`src/rtl/ramio_arbiter.sv`:
```
// Two-requester round-robin arbiter in front of a single ramio port.
// A grant latches the winner's request; the ramio side sees only latched fields, and only during ACCESS.
module ramio_arbiter #(
    parameter int AddressBitwidth = 32,
    parameter int DataBitwidth    = 32
) (
    input  logic                       clk,
    input  logic                       rst_n,

    input  logic                       r0_req,
    input  logic [2:0]                 r0_read_type,
    input  logic [1:0]                 r0_write_type,
    input  logic [AddressBitwidth-1:0] r0_address,
    input  logic [DataBitwidth-1:0]    r0_data_in,
    output logic [DataBitwidth-1:0]    r0_data_out,
    output logic                       r0_done,

    input  logic                       r1_req,
    input  logic [2:0]                 r1_read_type,
    input  logic [1:0]                 r1_write_type,
    input  logic [AddressBitwidth-1:0] r1_address,
    input  logic [DataBitwidth-1:0]    r1_data_in,
    output logic [DataBitwidth-1:0]    r1_data_out,
    output logic                       r1_done,

    output logic                       m_enable,
    output logic [2:0]                 m_read_type,
    output logic [1:0]                 m_write_type,
    output logic [AddressBitwidth-1:0] m_address,
    output logic [DataBitwidth-1:0]    m_data_in,
    input  logic [DataBitwidth-1:0]    m_data_out,
    input  logic                       m_data_out_ready,
    input  logic                       m_busy
);

    typedef enum logic [1:0] {
        IDLE,
        ACCESS,
        DONE
    } state_e;

    state_e                     state_q, state_d;
    logic                       last_grant_q, last_grant_d;
    logic                       id_q, id_d;
    logic [2:0]                 read_type_q, read_type_d;
    logic [1:0]                 write_type_q, write_type_d;
    logic [AddressBitwidth-1:0] address_q, address_d;
    logic [DataBitwidth-1:0]    data_in_q, data_in_d;
    logic [DataBitwidth-1:0]    r0_data_out_q, r0_data_out_d;
    logic [DataBitwidth-1:0]    r1_data_out_q, r1_data_out_d;

    logic winner;
    logic access_complete;

    // With both requesting, the one not granted last wins; otherwise whoever is requesting.
    assign winner = (r0_req && r1_req) ? ~last_grant_q : ~r0_req;

    assign access_complete = (state_q == ACCESS) && !m_busy &&
                             ((read_type_q == 3'b000) || m_data_out_ready);

    always_comb begin
        // NOTE: every signal gets its hold value first so no path can leave one unassigned (no latches).
        state_d       = state_q;
        last_grant_d  = last_grant_q;
        id_d          = id_q;
        read_type_d   = read_type_q;
        write_type_d  = write_type_q;
        address_d     = address_q;
        data_in_d     = data_in_q;
        r0_data_out_d = r0_data_out_q;
        r1_data_out_d = r1_data_out_q;

        case (state_q)
            IDLE: begin
                if (r0_req || r1_req) begin
                    id_d         = winner;
                    last_grant_d = winner;
                    read_type_d  = winner ? r1_read_type  : r0_read_type;
                    write_type_d = winner ? r1_write_type : r0_write_type;
                    address_d    = winner ? r1_address    : r0_address;
                    data_in_d    = winner ? r1_data_in    : r0_data_in;
                    state_d      = ACCESS;
                end
            end
            ACCESS: begin
                if (access_complete) begin
                    if (read_type_q != 3'b000) begin
                        if (id_q) r1_data_out_d = m_data_out;
                        else      r0_data_out_d = m_data_out;
                    end
                    state_d = DONE;
                end
            end
            DONE:    state_d = IDLE;
            default: state_d = IDLE;
        endcase
    end

    // NOTE: state is updated with non-blocking assignments so every flop samples pre-edge values.
    always_ff @(posedge clk) begin
        if (!rst_n) begin
            state_q       <= IDLE;
            last_grant_q  <= 1'b1;
            id_q          <= 1'b0;
            read_type_q   <= '0;
            write_type_q  <= '0;
            address_q     <= '0;
            data_in_q     <= '0;
            r0_data_out_q <= '0;
            r1_data_out_q <= '0;
        end else begin
            state_q       <= state_d;
            last_grant_q  <= last_grant_d;
            id_q          <= id_d;
            read_type_q   <= read_type_d;
            write_type_q  <= write_type_d;
            address_q     <= address_d;
            data_in_q     <= data_in_d;
            r0_data_out_q <= r0_data_out_d;
            r1_data_out_q <= r1_data_out_d;
        end
    end

    // The ramio side is forced to zero outside ACCESS so I/O side effects fire only there.
    assign m_enable     = (state_q == ACCESS);
    assign m_read_type  = m_enable ? read_type_q  : '0;
    assign m_write_type = m_enable ? write_type_q : '0;
    assign m_address    = m_enable ? address_q    : '0;
    assign m_data_in    = m_enable ? data_in_q    : '0;

    assign r0_done     = (state_q == DONE) && !id_q;
    assign r1_done     = (state_q == DONE) &&  id_q;
    assign r0_data_out = r0_data_out_q;
    assign r1_data_out = r1_data_out_q;

endmodule
```
`config.mk`:
```
export PLATFORM = sky130hd
export DESIGN_NAME = ramio_arbiter
export DESIGN_NICKNAME = d
export VERILOG_FILES = /design/src/rtl/ramio_arbiter.sv
export SDC_FILE = /design/constraint.sdc
export NUM_CORES = 1
export LEC_CHECK = 0
export CAP_MARGIN = 0
export CORE_ASPECT_RATIO = 1.1
export CORE_MARGIN = 3
export CORE_UTILIZATION = 36
export DETAILED_ROUTE_END_ITERATION = 6
export PLACE_DENSITY = 0.7
export SLEW_MARGIN = 10
export SYNTH_ARGS = -nofsm -noshare
export SYNTH_HDL_FRONTEND = slang
export SYNTH_SLANG_ARGS = --single-unit
```
`constraint.sdc`:
```
create_clock -name clk -period 3.9 [get_ports clk]
set_input_delay 0.39 -clock clk [delete_from_list [all_inputs] [get_ports clk]]
set_output_delay 0.39 -clock clk [all_outputs]
set_load 0.01 [all_outputs]
```
After elaboration in Yosys (flattened, before gate mapping):

Cells that the tools add are included.

* register bits after elaboration: 137
* RAM bits: 0
* bits of input ports: 176
* memories kept: 0
* bits in read-only memories: 0
* bits in latches: 0
* word-level logic and storage cells: 44

* reductions and logical operators: 16
* add/subtract/negate cells: 0
* magnitude comparators: 0
* multiply operators: 0
* eq/ne operators: 4
* bitwise gates (word level): 3
* div/mod/pow operators: 0
* muxes and demuxes: 12
* shifts and indexed selects: 0

Operators by type and width (count)
* $mux 32: 4
* $mux 2: 4
* $reduce_and 4->1: 2
* $mux 3: 2
* $logic_and 1x1->1: 5
* $pmux 2 s2: 1
* $reduce_and 2->1: 2
* $logic_not 3->1: 1
* $not 1->1: 3
* $reduce_bool 3->1: 1
* $eq 2x1->1 const B: 1
* $eq 2x2->1 const B: 1
* $logic_not 1->1: 2
* $logic_not 2->1: 1
* $logic_or 1x1->1: 2
* $ne 2x1->1 const B: 1
* $ne 2x2->1 const B: 1
* $mux 1: 1

Depth between registers and ports, before layout:

* word-level depth: 5
* mapped depth: 8

Worst setup path before layout:

No wires, ideal clock.

* path type: in2reg
* from: input r0_req
* to: register data_in_q[21]
* data required time: 3.812 ns
* library setup time: 0.088 ns
* stages on the path: 8
* data arrival time: 1.590 ns
* buffers on the path: 5
* slack: 2.221 ns
* path through: buf_2 -> or2_0 -> buf_2 -> and2_1 -> clkbuf_1 -> buf_6 -> buf_6 -> a311oi_2

* word-level cells in the longest chain between the ends: 3
* elaborated cells between the ends (all ways): 6
* those cells by class: mux (2); bitwise (1); reduce/logical (3)

RTL lines
* from (decl): RTL line 10 `input logic r0_req,`
* $logic_and 1x1->1 / $not 1->1 (equally long branches): RTL line 56 `assign winner = (r0_req && r1_req) ? ~last_grant_q : ~r0_req;`
* $mux 1: RTL line 56
* $mux 32: RTL line 81 `data_in_d = winner ? r1_data_in : r0_data_in;`
* to (signal assigned): RTL line 118 `data_in_q <= data_in_d;`
* to (decl): RTL line 48 `logic [DataBitwidth-1:0] data_in_q, data_in_d;`

Parallel ways exist; a longest one is shown, timed or not.
A chain may end at the register's enable or synchronous reset.

Worst setup path after layout:

* from: register state_q[0]
* to: output m_read_type[1]

* word-level cells in the longest chain between the ends: 2

RTL lines
* from (decl): RTL line 42 `state_e state_q, state_d;`
* from (signal assigned): RTL line 112 `state_q <= state_d;`
* $eq 2x1->1: RTL line 125 `assign m_enable = (state_q == ACCESS);`
* $mux 3: RTL line 126 `assign m_read_type = m_enable ? read_type_q : '0;`
* to (decl): RTL line 27 `output logic [2:0] m_read_type,`

Every way passes these cells.

==> metrics.yaml <==
status: "completed"
dominantRegCellSynth: "dfxtp_1"
nFillCells: 1566
cp-end-kind: "primary output"
cts_max_path_buffers: 2
postCtsHoldBufs: 0
synth_cell_types: 27
relSlewSlack_pct: 27.3
syn-num-nets: 928
synth_top_area_cell: "dfxtp_1"
drt_iter0_drc: 344
critPathLaunchType: "flip-flop"
ctsResizeCount: 0
postSynthAreaPerCell_um2: 8.75
grt_max_degree: 140
p_seq_share_pct: 37.9
cts-root-buf: "clkbuf_16"
p_comb_share_pct: 19.6
fin_crit_ns: 2.83
critPathLaunch: "state_q[0]"
switching_share_pct: 27.0
p_int_mw: 3.02
drt_wl_total_mm: 23.2
n_antenna_cell: 0
max_freq_mhz: 353
synth_top_area_share_pct: 41.7
min_period_over_period_pct: 72.6
place_worst_setup_slack_ns: 1.34
synthTopCellsByCount: "137 x dfxtp_1, 96 x nand2_1, 72 x a21oi_1"
hold_viol_final: 0
die_w_um: 135
die_h_um: 148
p_sw_mw: 1.12
async_reset_ff_share_pct: 0
cp_slowest_stage_delay_ns: 0.57
critPathSlowestCell: "clkdlybuf4s50_1"
tns_ns: 0
yosysMostFrequentCell: "dfxtp_1"
drv_slew: 0
r2r_slack_ns: 1.61
holdCritPathClass: "input port to flip-flop"
postLayoutCoreUtil_pct: 58.2
clock_skew_ns: 0.00682
num_vias: 6560
rr_worst_depth: 3
ant_nets: 0
cp.arrival_ns: 2.44
pwr-share-clk_pct: 42.5
finalSetupViolCount: 0
synth-edff-count: 0
rr_endpoint: "r1_data_out[21]"
path_buf_inv: 3
critPathTopFamily: "buffers and inverters"
crit_end: "m_read_type[1]"
worstPathCellList: "nand2b_4, inv_2, buf_4, and2_1, clkdlybuf4s50_1"
placement.io_buffers: 311
ys_seq_elements: 137
vdd_drop_max_v: 0.000283
path_max_fanout: 31
power_density_nw_per_um2: 399
cts_setup_buffers: 0
stdcell_count: 1258
first_global_vias: 6485
grt_use_total_pct: 22.4
rsz0062_at_grt: "false"
dp_cells: 1226
viasPerCell: 5.21
cts_sinks: 137
wl_per_cell_um: 18.4
initial_core_util_pct: 37.0
firstDrtPassIters: 4
rr_startpoint: "read_type_q[2]"
drc: 0
htreeDepth: 4
drive_above_1_share_pct: 6.27
gp_congestion: 0.768
ys_seq_area_share_pct: 41.7
fin_nets: 1183
yosysWarnings: 0
netlist_top_cells_area: "dfxtp_1 42%, mux2i_1 9.7%, nand3b_1 7.9%"
synthesis.area_um2: 6580
hpwl_mm: 15.4
io_pins: 312
syn2layout_area_growth_pct: 57.5
worst_slack_ns: 1.07
gr-total-overflow: 0
cts_tree: "built"
clk_latency_ns: 0.41
clk_pin_slew_worst_paths_ns: 0.06
coreArea_um2: 17800
cp.depth: 5
leakagePower_nw: 3.78
rows: 51
antenna_found_initial: 2
required_ns: 3.51
syn_inst: 752
maxCapViolCount: 0
cts_made_buffers: 17
setup.worst_path.class: "flip-flop to primary output"
grt_pass1_wl_mm: 35.5
worst_pin_slew_ns: 1.09
dieArea_um2: 19900
==> power groups by stage <==
stage	Clock, mW	Combinational (mW)	Sequential (mW)
3_5_place_dp	0	0.814	1.60
4_1_cts	1.80	0.818	1.57
5_1_grt	1.86	0.884	1.58
2_1_floorplan	0	0.426	1.58
6_report	1.76	0.810	1.57
3_3_place_gp	0	0.805	1.60
==> worst reg2reg max path: stages, from the launching register on <==
cell and delay, ns:
dfxtp_1 0.34, nor3_1 0.64, or4_2 0.93, mux2i_1 0.30
==> sequential cells by signal, indices dropped and copies added, names as in the netlist <==
name / cells
address_q: 32
data_in_q: 32
id_q: 1
last_grant_q: 1
r0_data_out: 32
r1_data_out: 32
read_type_q: 3
state_q: 2
write_type_q: 2
==> through the flow <==
step           power, mW  hold slack, ns  instance area (µm²)
2_1_floorplan       2.00           0.468                 6580
3_3_place_gp        2.40           0.443                 9730
4_1_cts             4.18           0.409                10400
6_report            4.13           0.421                10400
5_1_grt             4.32           0.420                10400
3_5_place_dp        2.41           0.448                 9730
==> how the worst min path moves through the flow <==
stage,from,to,slack [ns],depth (start not counted)
after CTS,r0_req,data_in_q[29],0.41,3
final,r0_req,data_in_q[29],0.42,3
after global placement,r0_data_out[0],r0_data_out[0],0.44,2
after detailed placement,r0_data_out[0],r0_data_out[0],0.45,2
after floorplan,m_busy,state_q[1],0.47,1
after global routing,r0_req,data_in_q[22],0.42,3
==> final cells by class <==
cell class / count / area (µm²) / area share, %
multi-input cells: 526 / 3470 / 33.5
repair buffers: 321 / 3200 / 30.9
clock buffers: 17 / 425 / 4.10
flip-flops and latches: 137 / 2740 / 26.4
clock inverters: 15 / 214 / 2.06
inverters: 4 / 15.0 / 0.145
well taps: 238 / 298 / 2.87
==> kinds of logic (layout without fill, tap and decap cells) <==
kind of cell	Yosys count	after routing	share of synthesized area [%]
DFF	137	137	41.7
buffers and inverters	89	357	5.85
AOI/OAI and AO/OA	212	212	21.0
and+or+nand+nor	250	250	21.7
muxes	64	64	9.73
==> layer usage <==
layer  share of wire [%]  wire length (µm)  track usage [%]
met5                0.12                27                0
met4                 1.4               329             5.59
met3                  10              2310             9.16
met2                  47             10900             36.9
met1                  42              9610             27.4
==> cell usage in the layout (no fill, tap or decap), types with 3 or more instances in the layout <==
cell and n:
nand2_1 96, nand3b_1 69, a311oi_2 10, bufinv_16 4
and2_1 69, clkbuf_16 17, buf_4 8, clkinvlp_4 4
inv_6 6, a21oi_1 72, dfxtp_1 137, inv_2 3
clkdlybuf4s50_1 309, o21ai_0 69, mux2i_1 64, a311oi_1 59
(Power assumes the default switching activity.)
